[src/rtl/kb_pkg.sv]
// kb_pkg: shared types and constants for the PS/2 keyboard frame controller.
//   kb_state_e       - receive FSM state encoding
//   PS2_PREFIX_EXT   - scan-code prefix marking an extended key
//   PS2_PREFIX_BREAK - scan-code prefix marking a key release
//   PS2_DATA_BITS    - data bits per PS/2 frame
package kb_pkg;

    typedef enum logic [1:0] {
        StIdle,
        StData,
        StParity,
        StStop
    } kb_state_e;

    localparam logic [7:0]  PS2_PREFIX_EXT   = 8'hE0;
    localparam logic [7:0]  PS2_PREFIX_BREAK = 8'hF0;
    localparam int unsigned PS2_DATA_BITS    = 8;

endpackage

[src/rtl/ps2_sync_edge.sv]
// ps2_sync_edge: brings PS2_CLK and SDATA into the CLK domain and flags the
// cycles in which the synchronized keyboard clock falls.
// Ports:
//   clk_i      - system clock
//   arst_i     - asynchronous active-high reset (chains reset to idle-high)
//   ps2_clk_i  - raw keyboard clock
//   sdata_i    - raw keyboard data
//   fall_o     - high for one cycle when synchronized PS2_CLK goes 1 -> 0
//   sdata_o    - synchronized keyboard data
module ps2_sync_edge #(
    parameter int unsigned SYNC_STAGES = 2
) (
    input  logic clk_i,
    input  logic arst_i,
    input  logic ps2_clk_i,
    input  logic sdata_i,
    output logic fall_o,
    output logic sdata_o
);

    logic [SYNC_STAGES-1:0] clk_sync_q;
    logic [SYNC_STAGES-1:0] dat_sync_q;
    logic                   clk_prev_q;

    // Both lines idle high on the PS/2 bus, so resetting to 1 avoids a false
    // falling edge right after reset release.
    always_ff @(posedge clk_i or posedge arst_i) begin
        if (arst_i) begin
            clk_sync_q <= '1;
            dat_sync_q <= '1;
            clk_prev_q <= 1'b1;
        end else begin
            clk_sync_q[0] <= ps2_clk_i;
            dat_sync_q[0] <= sdata_i;
            for (int i = 1; i < int'(SYNC_STAGES); i++) begin
                clk_sync_q[i] <= clk_sync_q[i-1];
                dat_sync_q[i] <= dat_sync_q[i-1];
            end
            clk_prev_q <= clk_sync_q[SYNC_STAGES-1];
        end
    end

    always_comb begin
        fall_o  = clk_prev_q & ~clk_sync_q[SYNC_STAGES-1];
        sdata_o = dat_sync_q[SYNC_STAGES-1];
    end

endmodule

[src/rtl/kb_frame_ctrl.sv]
// kb_frame_ctrl: PS/2 keyboard receiver. Deserializes 11-bit frames, strips
// E0/F0 prefixes into flags, and presents key events over a valid/ready port.
// Ports:
//   CLK, ARST            - system clock, asynchronous active-high reset
//   PS2_CLK, SDATA       - raw keyboard clock and data
//   EVT_READY            - consumer accepts the held event
//   EVT_VALID            - an event is held
//   EVT_CODE             - scan code with prefixes stripped
//   EVT_BREAK, EVT_EXT   - F0 / E0 prefix seen before this code
//   ERR_PARITY           - one-cycle pulse, parity failure
//   ERR_FRAME            - one-cycle pulse, bad start/stop bit or timeout
//   ERR_OVERRUN          - one-cycle pulse, event dropped under backpressure
//   BUSY                 - frame reception in progress
module kb_frame_ctrl
    import kb_pkg::*;
#(
    parameter int unsigned SYNC_STAGES = 2,
    parameter int unsigned TIMEOUT_CYC = 5000
) (
    input  logic       CLK,
    input  logic       ARST,
    input  logic       PS2_CLK,
    input  logic       SDATA,
    input  logic       EVT_READY,
    output logic       EVT_VALID,
    output logic [7:0] EVT_CODE,
    output logic       EVT_BREAK,
    output logic       EVT_EXT,
    output logic       ERR_PARITY,
    output logic       ERR_FRAME,
    output logic       ERR_OVERRUN,
    output logic       BUSY
);

    localparam int unsigned CntW = $clog2(PS2_DATA_BITS);
    localparam int unsigned TmoW = (TIMEOUT_CYC < 2) ? 1 : $clog2(TIMEOUT_CYC);

    logic fall;
    logic sdata;

    ps2_sync_edge #(
        .SYNC_STAGES(SYNC_STAGES)
    ) u_sync (
        .clk_i    (CLK),
        .arst_i   (ARST),
        .ps2_clk_i(PS2_CLK),
        .sdata_i  (SDATA),
        .fall_o   (fall),
        .sdata_o  (sdata)
    );

    kb_state_e                state_q, state_d;
    logic [CntW-1:0]          bit_cnt_q, bit_cnt_d;
    logic [PS2_DATA_BITS-1:0] shift_q, shift_d;
    logic                     par_ok_q, par_ok_d;
    logic                     ext_q, ext_d;
    logic                     brk_q, brk_d;
    logic [TmoW-1:0]          tmo_q, tmo_d;

    logic       evt_valid_q, evt_valid_d;
    logic [7:0] evt_code_q, evt_code_d;
    logic       evt_break_q, evt_break_d;
    logic       evt_ext_q, evt_ext_d;
    logic       err_parity_q, err_frame_q, err_overrun_q;

    logic byte_ok;
    logic frame_err;
    logic par_err;
    logic new_evt;
    logic overrun;

    // Receive FSM, prefix tracking and timeout.
    always_comb begin
        state_d   = state_q;
        bit_cnt_d = bit_cnt_q;
        shift_d   = shift_q;
        par_ok_d  = par_ok_q;
        ext_d     = ext_q;
        brk_d     = brk_q;
        tmo_d     = tmo_q;
        byte_ok   = 1'b0;
        frame_err = 1'b0;
        par_err   = 1'b0;
        new_evt   = 1'b0;

        if (state_q == StIdle || fall) begin
            tmo_d = '0;
        end else begin
            tmo_d = tmo_q + 1'b1;
        end

        if (fall) begin
            case (state_q)
                StIdle: begin
                    if (!sdata) begin
                        state_d   = StData;
                        bit_cnt_d = '0;
                    end else begin
                        frame_err = 1'b1;
                    end
                end
                StData: begin
                    // LSB arrives first, so shift in from the top.
                    shift_d   = {sdata, shift_q[PS2_DATA_BITS-1:1]};
                    bit_cnt_d = bit_cnt_q + 1'b1;
                    if (bit_cnt_q == CntW'(PS2_DATA_BITS - 1)) begin
                        state_d = StParity;
                    end
                end
                StParity: begin
                    // Odd parity: data plus parity bit must hold an odd number of ones.
                    par_ok_d = ^{shift_q, sdata};
                    state_d  = StStop;
                end
                StStop: begin
                    state_d = StIdle;
                    if (!sdata) begin
                        frame_err = 1'b1;
                    end else if (!par_ok_q) begin
                        par_err = 1'b1;
                    end else begin
                        byte_ok = 1'b1;
                    end
                end
                default: state_d = StIdle;
            endcase
        end else if (state_q != StIdle && tmo_q == TmoW'(TIMEOUT_CYC - 1)) begin
            // This cycle is the TIMEOUT_CYC-th in a row without a falling edge.
            state_d   = StIdle;
            tmo_d     = '0;
            frame_err = 1'b1;
        end

        if (frame_err || par_err) begin
            ext_d = 1'b0;
            brk_d = 1'b0;
        end

        if (byte_ok) begin
            if (shift_q == PS2_PREFIX_EXT) begin
                ext_d = 1'b1;
            end else if (shift_q == PS2_PREFIX_BREAK) begin
                brk_d = 1'b1;
            end else begin
                new_evt = 1'b1;
                ext_d   = 1'b0;
                brk_d   = 1'b0;
            end
        end
    end

    // Event holding register with valid/ready handshake.
    always_comb begin
        evt_valid_d = evt_valid_q;
        evt_code_d  = evt_code_q;
        evt_break_d = evt_break_q;
        evt_ext_d   = evt_ext_q;
        overrun     = 1'b0;

        if (evt_valid_q && EVT_READY) begin
            evt_valid_d = 1'b0;
        end

        if (new_evt) begin
            if (!evt_valid_q || EVT_READY) begin
                evt_valid_d = 1'b1;
                evt_code_d  = shift_q;
                evt_break_d = brk_q;
                evt_ext_d   = ext_q;
            end else begin
                overrun = 1'b1;
            end
        end
    end

    always_ff @(posedge CLK or posedge ARST) begin
        if (ARST) begin
            state_q       <= StIdle;
            bit_cnt_q     <= '0;
            shift_q       <= '0;
            par_ok_q      <= 1'b0;
            ext_q         <= 1'b0;
            brk_q         <= 1'b0;
            tmo_q         <= '0;
            evt_valid_q   <= 1'b0;
            evt_code_q    <= '0;
            evt_break_q   <= 1'b0;
            evt_ext_q     <= 1'b0;
            err_parity_q  <= 1'b0;
            err_frame_q   <= 1'b0;
            err_overrun_q <= 1'b0;
        end else begin
            state_q       <= state_d;
            bit_cnt_q     <= bit_cnt_d;
            shift_q       <= shift_d;
            par_ok_q      <= par_ok_d;
            ext_q         <= ext_d;
            brk_q         <= brk_d;
            tmo_q         <= tmo_d;
            evt_valid_q   <= evt_valid_d;
            evt_code_q    <= evt_code_d;
            evt_break_q   <= evt_break_d;
            evt_ext_q     <= evt_ext_d;
            err_parity_q  <= par_err;
            err_frame_q   <= frame_err;
            err_overrun_q <= overrun;
        end
    end

    always_comb begin
        EVT_VALID   = evt_valid_q;
        EVT_CODE    = evt_code_q;
        EVT_BREAK   = evt_break_q;
        EVT_EXT     = evt_ext_q;
        ERR_PARITY  = err_parity_q;
        ERR_FRAME   = err_frame_q;
        ERR_OVERRUN = err_overrun_q;
        BUSY        = (state_q != StIdle);
    end

endmodule

[config.mk]
export PLATFORM = sky130hd
export DESIGN_NAME = kb_frame_ctrl
export DESIGN_NICKNAME = d
export VERILOG_FILES = /design/src/rtl/kb_pkg.sv /design/src/rtl/ps2_sync_edge.sv /design/src/rtl/kb_frame_ctrl.sv
export SDC_FILE = /design/constraint.sdc
export NUM_CORES = 1
export LEC_CHECK = 0
export CAP_MARGIN = 15
export CORE_UTILIZATION = 45
export DETAILED_ROUTE_END_ITERATION = 16
export PLACE_DENSITY_LB_ADDON = 0.05
export SYNTH_ARGS = -nofsm -noshare
export SYNTH_HDL_FRONTEND = slang
export SYNTH_SLANG_ARGS = --single-unit
[constraint.sdc]
create_clock -name CLK -period 2.1 [get_ports CLK]
set_input_delay 0.525 -clock CLK [delete_from_list [all_inputs] [get_ports CLK]]
set_output_delay 0.525 -clock CLK [all_outputs]
set_load 0.01 [all_outputs]
=== Word-level counts from Yosys, hierarchy flattened ===
Cells that the tools add are included.

* $add $sub $neg: 2
* Equal/unequal tests: 10
* Mux-type cells: 39
* Bitwise logic cells: 2
* Reduce and logical (&&, ||, !) cells: 16

{| class="wikitable"
|+ Operators with widths
! kind !! count
|-
| 13-bit two-way mux || 3
|-
| 1-bit two-way mux || 28
|-
| 8-bit == test, second input constant || 2
|-
| 13-bit by 1-bit adder with 13-bit output, second input constant || 1
|-
| 13-bit == test, second input constant || 1
|-
| 9-bit XOR reduction || 1
|-
| 2-bit two-way mux || 4
|-
| 2-bit one-hot mux with 4 select lines || 1
|-
| 3-bit inequality test, second input constant || 2
|-
| 3-bit one-hot mux with 2 select lines || 1
|-
| 2-bit AND reduction || 3
|-
| 3-bit AND reduction || 2
|-
| 2-bit nonzero test || 3
|-
| 2-bit == test, second input constant || 2
|-
| 3-bit by 1-bit adder with 3-bit output, second input constant || 1
|-
| 3-bit == test, second input constant || 1
|-
| 1-bit logical OR || 3
|-
| 3-bit two-way mux || 1
|-
| 2-bit by 1-bit == test with 1-bit output, second input constant || 1
|-
| 1-bit logical AND || 2
|-
| 2-bit zero test || 1
|-
| 2-bit inequality test, second input constant || 1
|-
| 1-bit one-hot mux with 2 select lines || 1
|-
| 1-bit bitwise AND || 1
|-
| 2 further kinds || 2
|}

* Register bits after elaboration: 48
* Input bits: 5
* Output and inout port bits: 15
* Word-level logic and storage cells: 86

=== Depth between registers and ports, before layout ===
Gate-level depths: netlist of run 1.

* Word-level depth: 9
* Gate-level depth with buffers: 7

=== Modules after synthesis ===
Synthesis of run 1 repeated with hierarchy kept, for this count alone.

* Cells, all modules: 186
* Area, all modules: 2174.6 um^2

{| class="wikitable"
|+ Modules (own cells, without submodules)
! module !! times used !! cells each !! area each (um^2) !! sequential area each (um^2)
|-
| kb_frame_ctrl || 1 || 179 || 2025.7 || 1076.0
|-
| ps2_sync_edge || 1 || 7 || 148.9 || 131.4
|}

=== Worst setup path after synthesis of run 1 ===
Ideal clock, no wire load.

* Path type: flip-flop to flip-flop
* From: reg tmo_q[4]
* To: reg state_q[1]
* Data arrival time: 1624 ps
* Required time: 1975 ps
* Slack: 351 ps
* Cell stages (with the launch flop): 5
* Buffers on the path: 0
* Path through: dfrtp_1 > or4b_4 > nor4_4 > a21oi_1 > mux2_2

* Cells in the longest elaborated chain, start to end: 4

{| class="wikitable"
|+ RTL lines
! what !! line !! RTL
|-
| start, declared || kb_frame_ctrl.sv:58 || <nowiki>logic [TmoW-1:0] tmo_q, tmo_d;</nowiki>
|-
| start signal, assigned || kb_frame_ctrl.sv:199 || <nowiki>tmo_q <= tmo_d;</nowiki>
|-
| 13-bit == test || kb_frame_ctrl.sv:127 || <nowiki>end else if (state_q != StIdle && tmo_q == TmoW'(TIMEOUT_CYC - 1)) begin</nowiki>
|-
| 1-bit logical AND || kb_frame_ctrl.sv:127 ||
|-
| 2-bit nonzero test (no line) || - ||
|-
| 3-bit AND reduction (no line) || - ||
|-
| end signal, assigned || kb_frame_ctrl.sv:178 || <nowiki>state_q <= StIdle;</nowiki>
|-
| end signal, assigned || kb_frame_ctrl.sv:193 || <nowiki>state_q <= state_d;</nowiki>
|-
| end, declared || kb_frame_ctrl.sv:52 || <nowiki>kb_state_e state_q, state_d;</nowiki>
|}

No other way between the ends.
A chain may end at the register's enable or synchronous reset.

=== Final worst setup path of run 1 ===
* From: reg state_q[0]
* To: out BUSY

* Cells in the longest elaborated chain, start to end: 1

{| class="wikitable"
|+ RTL lines
! what !! line !! RTL
|-
| 2-bit nonzero test || kb_frame_ctrl.sv:218 || <nowiki>BUSY = (state_q != StIdle);</nowiki>
|-
| end, declared || kb_frame_ctrl.sv:32 || <nowiki>output logic BUSY</nowiki>
|}

No other way between the ends.

==> results.md, run 1 <==
- Synth Flop Type: dfrtp_1
- Die footprint: approximately 5100 µm²
- Final setup viols: 0
- Multi-input logic area: just over 900 µm²
- IO Pins: 20
- Worst-margin pin slew: between 0.3 and 0.4 ns
- Power Dens Cells: 1020 nW/µm²
- Ratio of cells with drive above 1 in the final layout: between 20% and 30%
- Core area: roughly 4500 µm²
- Vias per cell: approximately 5.3
- Fin nets: 230
- RSZ-0062 raised after global routing: no
- Setup CP Type: flop to output port
- ANT nets after route: 0
- IR drop worst, VDD: 0.000577 V
- Placement row count: 24
- Buffers on Ports: 19
- Die Wd: between 70 and 80 µm
- Vias: about 1400
- Crit path launch type: flop
- # H-tree levels: 2
- Initial Util: 48.5%
- NetSw: slightly above 800 µW
- Worst-path fanout max: 2
- Hold Fails Final Rpt: 0
- Largest net degree at the start of global routing: 20
- Period Utilization, post-route: a little over nine tenths
- Antenna cell count: 0
- Switching share of power: between 30% and 40%
- CTS Sinks: 48
- Worst Skew: ~0.009 ns
- FILL cells: approximately 390
- Combinational share of power: between 30% and 40%
- CP Capture Type: output port
- CTS Buf Count: 5
- Vias in the first global route: between 1000 and 1500
- Area contributors post-synth: dfrtp_1 49%, mux2_2 9.3%, dfstp_2 6.0%
- Seq/Total Area, Yosys: a little under three fifths
- Leakage dissipation: 0.00117 µW
- Global route total overflow: 0
- Slew margin rel.: 75.3%
- Synthesized instance count: about 190
- Post-synth EDFFs: 0
- Post_cts resized: 0
- WL/cell: ~14 µm
- 1st-iter DRT viols: about 120
- CTS tree: yes
- Cell taking the most area after synthesis: dfrtp_1
- Dpl hpwl: approximately 2.8 mm
- WL final: about 3.7 mm
- Slew Viols, Final: 0
- Most used cell, CP: inv_1
- Status: finished, final reports clean
- Ys async rst share: between 90% and 100%
- Die Ht: around 70 µm
- Max Cap Violations: 0
- Total power: about 2600 µW
- Synth top cells by count: 43 x dfrtp_1, 23 x nor2_1, 18 x mux2_2
- Clock Latency Late Sink: ~0.3 ns
- Clk slew on worst S/H paths: ~0.08 ns
- Area grow syn2layout: 18.3%
- Slowest cell on crit path: clkdlybuf4s50_1
- Synth top area share: about half
- Critical path arrival: around 1.5 ns
- First-pass GRT wire length: between 6 and 7 mm
- CP Data Required Time: between 1.5 and 2 ns
- DRC Markers: 0
- CP bufs+invs: 3
- Cts hold-fix bufs: 0
- Crit-path cells: inv_1 -> ha_1 -> inv_1 -> clkdlybuf4s50_1
- Iteration count of the initial detailed-routing pass: 4
- Final GP Congestion: 0.743
- Sequential Area: about 1200 µm²
- Avg Inst Size Synth: between 10 and 15 µm²
- Max Root-Sink Buffers: 2
- Clock group share of total power: around 22%
- Hold Crit Class: flop to flop
- Delay of the slowest critical-path stage: approximately 0.52 ns
- Clock Root Buffer: clkbuf_8
- Synthesized area: about 2200 µm²
- Power share of the sequential group: 46.8%
- Total GRT Usage: 17.0%
- Fmax: 496 MHz
- Syn Nets: a little under 200
- Post-route minimum period: just over 2 ns
- Antenna violations before repair: 0
- Critical path's top delay family: buffers and inverters
- Post-synth cell types: 34
- Final setup TNS: 0 ns
- Synth warn: 0
- Top-count cell post-synth: dfrtp_1
- P_int: ~1800 µW
- Yosys reg bits: 48
[metrics by stage]
| step | util, % | hold WS, ns | worst slack (ns) | instances | area [µm²] |
|---|---|---|---|---|---|
| 2_1_floorplan | - | 0.345 | 0.351 | 187 | 2190 |
| 4_1_cts | 57.3 | 0.358 | 0.0275 | 269 | 2580 |
| 3_5_place_dp | 54.9 | 0.347 | 0.201 | 261 | 2470 |
| 5_1_grt | 57.4 | 0.366 | 0.0201 | 270 | 2590 |
| 3_3_place_gp | 54.9 | 0.348 | 0.270 | 261 | 2470 |
| 6_report | 57.4 | 0.348 | 0.0852 | 270 | 2590 |
[state kept, by name, summed over array words and instances (netlist names)]
signal and count:
bit_cnt_q 3, EVT_BREAK 1, brk_q 1, EVT_CODE 8, ERR_OVERRUN 1, u_sync.dat_sync_q 2
tmo_q 13, ERR_PARITY 1, u_sync.clk_prev_q 1, par_ok_q 1, ext_q 1, ERR_FRAME 1
EVT_EXT 1, EVT_VALID 1, state_q 2, u_sync.clk_sync_q 2, shift_q 8
[cell type report]
class,count,area share [%]
well taps,52,2.52
inverters,9,1.31
repair buffers,28,10.4
multi-input cells,126,35.3
clock buffers,7,3.73
flip-flops and latches,48,46.7
[cell usage in the layout, fill, tap and decap left out, types with 2 or more instances in the layout]
master,Yosys,routed
a21oi_1,3,3
buf_4,0,8
clkbuf_8,0,7
clkdlybuf4s50_1,0,19
dfrtp_1,43,43
dfstp_2,5,5
ha_1,7,7
inv_1,9,8
mux2_2,18,18
nand2_1,12,12
nand2b_1,5,5
nand3_1,7,7
nand4_1,2,2
nor2_1,23,23
nor3_1,6,6
o21a_1,2,2
o21ai_0,8,8
o221ai_1,2,2
xnor2_1,13,13
xor2_1,4,4
[worst reg2reg max path, stage by stage, from the launching register on]
cell	delay [ns]
dfrtp_1	0.43
or4b_4	0.56
nor4_4	0.37
nand2b_2	0.32
nor2_1	0.10
[power groups by stage]
stage / Combinational (µW) / Sequential [µW] / Clock (µW)
6_report: 828 / 1230 / 574
5_1_grt: 933 / 1260 / 639
4_1_cts: 828 / 1240 / 600
3_5_place_dp: 805 / 1260 / 0
3_3_place_gp: 782 / 1250 / 0
2_1_floorplan: 605 / 1230 / 0
[routing by layer]
metal	vias up	wire length [µm]	global-route usage (%)
met2	33	1880	28.8
met3	7	154	4.36
met4	0	61	7.19
met1	689	1650	20.6
met5	-	0	0
li1	693	-	-
[what timing repair did]
| item | 4_1_cts | 5_1_grt |
|---|---|---|
| setup endpoints to repair | 1 | 1 |
| buffers inserted | 1 | 1 |
| hold endpoints to repair | 0 | 0 |
[path summary, 6_finish.rpt]
path                                             end  slack, ns            startpoint  cells past startpoint
worst max-delay path                            BUSY       0.09            state_q[0]                      4
max in group asynchronous       u_sync.dat_sync_q[1]       1.06                  ARST                      3
worst min register to register  u_sync.clk_sync_q[1]       0.35  u_sync.clk_sync_q[0]                      0
worst max register to register              tmo_q[7]       0.20              tmo_q[4]                      4
worst min-delay path            u_sync.clk_sync_q[1]       0.35  u_sync.clk_sync_q[0]                      0
min in group asynchronous                EVT_CODE[7]       0.52                  ARST                      2
[cells by family (layout without fill, tap and decap cells)]
logic type,count (synthesis),in the layout,share of synthesized area (%)
fa+ha+maj,7,7,4.01
flops,48,48,55.2
simple gates,64,64,15.0
compound gates,18,18,5.21
xor+xnor,18,18,7.84
mux,19,19,9.73
buf+inv,13,44,2.98
Note: power is estimated with default switching activity, not from simulation.
==> inputs of run 2 (changes only) <==
--- a/config.mk
+++ b/config.mk
@@ -7,8 +7,10 @@
 export LEC_CHECK = 0
 export CAP_MARGIN = 15
 export CORE_UTILIZATION = 45
+export CTS_CLUSTER_SIZE = 28
 export DETAILED_ROUTE_END_ITERATION = 16
 export PLACE_DENSITY_LB_ADDON = 0.05
+export SKIP_CTS_REPAIR_TIMING = 1
 export SYNTH_ARGS = -nofsm -noshare
 export SYNTH_HDL_FRONTEND = slang
 export SYNTH_SLANG_ARGS = --single-unit
==> run 2 against run 1 <==
Net effect: via count is 0.14% higher; combinational power rose by 1%; worst hold slack about the same; clock power is essentially flat; routed wire length fell by 0.35%; cell area is 0.29% higher; critical path depth stayed put; total power up 0.41%; largest cell class unchanged; critical endpoint unchanged; non-clock buffer count increased by 1; global-route usage about the same; first-iteration DRC count decreased by 16%.
==> results.md, run 2 (same netlist as run 1, synthesis figures left out) <==
- Fin nets: roughly 230
- P_int: approximately 1800 µW
- Most flop-heavy register: tmo_q
- Vias in the first global route: about 1400
- Vias: about 1400
- Clock group share of total power: roughly 22%
- Placement row count: 24
- FILL cells: between 300 and 400
- Iteration count of the initial detailed-routing pass: 4
- Initial Util: about half
- Period Utilization, post-route: 97.0%
- Buffers on Ports: 19
- CTS tree: yes
- DRC Markers: 0
- Worst-margin pin slew: roughly 0.37 ns
- Final Worst Setup Slack: about 0.063 ns
- Post-route minimum period: 2.04 ns
- Vias per cell: around 5.3
- WL final: around 3.7 mm
- Fmax: around 490 MHz
- Setup CP Type: flop to output port
- Die Wd: about 70 µm
- Area after DPL: 2470 µm²
- Switching share of power: 30.5%
- Slew margin rel.: between 70% and 80%
- 1st-iter DRT viols: about 100
- Post-route cell area: ~2600 µm²
- # H-tree levels: 2
- Die Ht: 71.7 µm
- Global route total overflow: 0
- Worst-path fanout max: 3
- Slew Viols, Final: 0
- Pre-CTS setup slack: about 0.20 ns
- Antenna cell count: 0
- Crit path launch type: flop
- Core area: approximately 4500 µm²
- CTS Buf Count: 5
- NetSw: about 810 µW
- Status: finished, final reports clean
- Total GRT Usage: between 15 and 20%
- Clk slew on worst S/H paths: roughly 0.080 ns
- First-pass GRT wire length: between 6 and 7 mm
- Power Dens Cells: between 1000 and 1500 nW/µm²
- Hold Fails Final Rpt: 0
- Max Cap Violations: 0
- Final GP Congestion: ~0.74
- CTS Sinks: between 40 and 50
- Commonest non-fill, non-tap cell in the layout: dfrtp_1
- Clock Latency Late Sink: approximately 0.3 ns
- Critical path arrival: approximately 1.5 ns
- Die footprint: 5140 µm²
- Ratio of cells with drive above 1 in the final layout: 21.0%
- Combinational share of power: about a third
- Area grow syn2layout: 18.7%
- Largest net degree at the start of global routing: 20
- Worst Skew: roughly 0.0090 ns
- Commonest cells after routing, fill and taps aside: 43 x dfrtp_1, 23 x nor2_1, 19 x clkdlybuf4s50_1
- Power share of the sequential group: a little under half
- IO Pins: 20
- Dpl hpwl: between 2 and 3 mm
- CP Capture Type: output port
- Hold Crit Class: flop to flop
- ANT nets after route: 0
- CP Data Required Time: ~1.6 ns
- Max Root-Sink Buffers: 2
- IR drop worst, VDD: 0.000584 V
- Final setup TNS: 0 ns
- Final setup viols: 0
- WL/cell: between 10 and 15 µm
- Clock Root Buffer: clkbuf_8
- Leakage dissipation: about 0.0012 µW
- Antenna violations before repair: 0
- Max reg flops: 13
-- run 2: cell count changes in the layout (fill, tap and decap cells not counted) --
cell   previous run  this run
buf_4             8         9
-- run 2: power groups by stage --
stage                     registers [µW]  logic, µW  clock network [µW]
after CTS                           1250        808                 600
after global placement              1250        782                   0
after detailed placement            1260        805                   0
after global routing                1270        944                 639
after floorplan                     1230        605                   0
final                               1240        837                 574
-- run 2: final cells by class --
| type | count | area (µm²) | area share (%) |
|---|---|---|---|
| Inverter | 9 | 33.8 | 1.30 |
| Tap cell | 52 | 65.1 | 2.51 |
| Clock buffer | 7 | 96.3 | 3.71 |
| Sequential cell | 48 | 1210 | 46.6 |
| Timing Repair Buffer | 29 | 278 | 10.7 |
| Multi-Input combinational cell | 126 | 913 | 35.2 |
-- run 2: stage by stage --
step           power (µW)  hold slack, ns  util, %  instances
6_report             2650           0.348     57.6        271
5_1_grt              2850           0.366     57.6        271
4_1_cts              2650           0.358     57.1        268
3_5_place_dp         2070           0.347     54.9        261
3_3_place_gp         2030           0.348     54.9        261
2_1_floorplan        1840           0.345        -        187
-- run 2: worst paths after layout --
kind / start / endpoint / depth (start not counted) / slack [ns]
min: u_sync.clk_sync_q[0] / u_sync.clk_sync_q[1] / 0 / 0.35
max reg2reg: tmo_q[4] / tmo_q[7] / 4 / 0.21
min in group asynchronous: ARST / EVT_CODE[7] / 2 / 0.52
max in group asynchronous: ARST / u_sync.dat_sync_q[1] / 3 / 1.06
min reg2reg: u_sync.clk_sync_q[0] / u_sync.clk_sync_q[1] / 0 / 0.35
max: state_q[0] / BUSY / 4 / 0.06
-- run 2: worst max-delay path, stage by stage (launching register included) --
cell and delay, ns:
dfrtp_1 0.37, inv_1 0.07, ha_1 0.21, inv_1 0.05, clkdlybuf4s50_1 0.52
-- run 2: metal layers --
metal	routed length, µm	vias to the layer above	track usage [%]	share of wire (%)
li1	-	694	-	-
met1	1650	691	20.6	44
met2	1860	32	28.7	50
met3	149	7	4.36	4.0
met4	61	0	7.19	1.6
met5	0	-	0	0
==> inputs of run 3 (changes only) <==
--- a/config.mk
+++ b/config.mk
@@ -13,4 +13,5 @@
 export SKIP_CTS_REPAIR_TIMING = 1
 export SYNTH_ARGS = -nofsm -noshare
 export SYNTH_HDL_FRONTEND = slang
+export SYNTH_HIERARCHICAL = 1
 export SYNTH_SLANG_ARGS = --single-unit
==> run 3 against run 2 <==
Net effect: non-clock buffer count is 6 lower; clock power grew 15%; count of clock-buffer cells in the layout decreased by 2; routed wire length up 5.2%; synthesized cell count decreased by 0.53%; sequential share of layout area up 0.37 points; die area shrank 0.50%; worst hold slack improved by 0.0024 ns; first-iteration DRC count is 15% lower; critical path type is now flop to flop; critical endpoint is now EVT_CODE[0]; largest cell class unchanged.
==> results.md, run 3 <==
- Status: finished, final reports clean
- Total power: between 2000 and 3000 µW
- Worst reg2reg path depth: 6
- Complex-gate fraction of the synthesized area: 6.50%
- DRC Markers: 0
- Synth Flop Type: dfrtp_1
- Slew Viols, Final: 0
- Worst R2R End: EVT_CODE[0]
- IO Pins: 20
- Critical path arrival: about 2.2 ns
- RSZ-0062 raised after global routing: no
- Yosys reg bits: 48
- Final Worst Setup Slack: between 0.1 and 0.15 ns
- WL final: between 3 and 4 mm
- Clock Latency Late Sink: approximately 0.31 ns
- R2R setup slack: between 0.1 and 0.15 ns
- Core Util, Final: between 50% and 60%
- Area contributors post-synth: dfrtp_1 49%, mux2_2 9.3%, dfstp_2 6.0%
- Mux cell area share after synthesis: roughly a tenth
- Synth Area in XOR/XNOR: 7.88%
- Global route total overflow: 0
- Fmax: ~510 MHz
- Synth top area share: 49.5%
- Worst-path fanout max: 10
- Max Root-Sink Buffers: 2
- ANT nets after route: 0
- Delay of the slowest critical-path stage: approximately 0.43 ns
- Setup CP Type: flop to flop
- Antenna violations before repair: 0
- Buffers on Ports: 19
- Placement row count: 24
- Slew margin rel.: between 70 and 80%
- Vias: between 1000 and 1500
- Crit-path cells: ha_1 -> nand3_1 -> a211o_1 -> nor2b_1 -> buf_4 -> mux2_2
- Synthesized instance count: about 190
- IR drop worst, VDD: 0.000625 V
- Vias in the first global route: between 1000 and 1500
- CTS Sinks: 48
- Pre-CTS setup slack: between 0.1 and 0.15 ns
- Clk slew on worst S/H paths: about 0.090 ns
- Fin nets: between 200 and 250
- Dpl hpwl: about 2.8 mm
- Placed cells: approximately 260
- Post-synth cell types: 35
- First-pass GRT wire length: around 6.7 mm
- CTS tree: yes
- Vias per cell: about 5.5
- Syn Nets: about 200
- Crit path launch type: flop
- Max Cap Violations: 0
- Period Utilization, post-route: between 90% and 100%
- Avg Inst Size Synth: around 12 µm²
- Worst Skew: approximately 0.0075 ns
- Final setup viols: 0
- FILL cells: between 300 and 400
- Leakage dissipation: 0.00116 µW
- Hold depth: 0
- Ys async rst share: 100%
- Die Ht: around 72 µm
- Iteration count of the initial detailed-routing pass: 4
- Post-route minimum period: a little under 2 ns
- Area grow syn2layout: 18.5%
- Critical path's top delay family: flip-flops
- Total GRT Usage: approximately 17%
- Cell taking the most area after synthesis: dfrtp_1
- Non-filler cells, final: around 260
- Hold Fails Final Rpt: 0
- Synthesized area: between 2000 and 2500 µm²
- Most flop-heavy register: tmo_q
- Die Wd: just over 70 µm
- Synth top cells by count: 43 x dfrtp_1, 18 x mux2_2, 18 x nor2_1
- Top-count cell post-synth: dfrtp_1
- Adder-Cell Fraction of Synth Area: approximately 4.0%
- Hold Crit Class: flop to flop
- Core area: approximately 4500 µm²
- Antenna cell count: 0
- Simple-Gate Fraction of Synth Area: between 10% and 20%
- Final GP Congestion: around 0.77
- Max reg flops: 13
- Post-synth EDFFs: 0
- Worst-margin pin slew: 0.441 ns
- Commonest cells after routing, fill and taps aside: 42 x dfrtp_1, 18 x mux2_2, 18 x nor2_1, 18 x clkdlybuf4s50_1, 12 x xnor2_1
- CTS Buf Count: 5
- Largest family of logic cells by synthesized area: simple AND/OR/NAND/NOR gates
- Initial Util: 48.3%
- HP Start: u_sync/dat_sync_q[0]
- Power Dens Cells: roughly 1100 nW/µm²
- Ratio of cells with drive above 1 in the final layout: between 20% and 30%
- Commonest non-fill, non-tap cell in the layout: dfrtp_1
- Seq/Total Area, Yosys: about 56%
- WL/cell: approximately 15 µm
- Synth warn: 6
- CP bufs+invs: 1
- CP Data Required Time: about 2.3 ns
- Slowest cell on crit path: dfrtp_1
- CP Capture Type: flop
- Largest net degree at the start of global routing: 44
- Levels on crit path: 6
- Clock Root Buffer: clkbuf_8
- Worst r2r src: state_q[1]
- Worst Hold End: u_sync/dat_sync_q[1]
- Die footprint: between 5000 and 6000 µm²
- 1st-iter DRT viols: 83
- Sequential Area: roughly 1200 µm²
- # H-tree levels: 2
- Multi-input logic area: 922 µm²
- Final setup TNS: 0 ns
## run 3: cell count changes after synthesis, sizes merged, moves of 3 or more
cell,delta
nand2,-3
and3,+3
nand2b,-3
o211ai,+3
nor2,-5
nand4,+3
## run 3: worst register-to-register path: cells and delay by family (launching register included)
| family | cells | cell delay [ns] |
|---|---|---|
| DFF | 1 | 0.43 |
| muxes | 1 | 0.36 |
| AOI/OAI and AO/OA | 1 | 0.35 |
| and+or+nand+nor | 2 | 0.29 |
| adders and majority gates | 1 | 0.23 |
| buffers and inverters | 1 | 0.20 |
## run 3: worst max path at each step
stage / from / to
final: state_q[1] / EVT_CODE[0]
after global routing: state_q[1] / EVT_CODE[2]
after CTS: state_q[0] / BUSY
after detailed placement: state_q[0] / EVT_CODE[0]
after global placement: state_q[0] / BUSY
after floorplan: u_sync/dat_sync_q[1] / EVT_BREAK
## run 3: area by class of cell
| class | instances | share of cell area [%] |
|---|---|---|
| flip-flops and latches | 48 | 46.9 |
| repair buffers | 23 | 9.13 |
| clock inverters | 3 | 1.65 |
| clock buffers | 5 | 2.67 |
| inverters | 9 | 1.31 |
| well taps | 52 | 2.53 |
| multi-input cells | 124 | 35.8 |
## run 3: cell families (layout without fill, tap and decap cells)
kind of cell | Yosys count | in the layout
AND/OR/NAND/NOR | 59 | 59
AO/OA/AOI/OAI | 22 | 22
flip-flops | 48 | 48
adder cells (fa/ha/maj) | 7 | 7
XOR/XNOR | 18 | 18
buffers and inverters | 14 | 40
multiplexers | 18 | 18
## run 3: per-stage QoR
step                      hold WS, ns  area, µm²
after floorplan                 0.345       2170
after global placement          0.346       2450
after detailed placement        0.347       2450
after CTS                       0.353       2560
after global routing            0.361       2580
final                           0.351       2580
## run 3: layer usage
metal	GRT usage [%]	share of wire (%)
met3	3.38	2.5
met5	0	0
met1	23.9	49
met4	8.50	2.2
met2	26.6	46
## run 3: where the power goes
| part | switching, µW | total, µW | internal, µW |
|---|---|---|---|
| Combinational | 383 | 798 | 415 |
| Clock | 307 | 659 | 352 |
| Sequential | 179 | 1270 | 1090 |
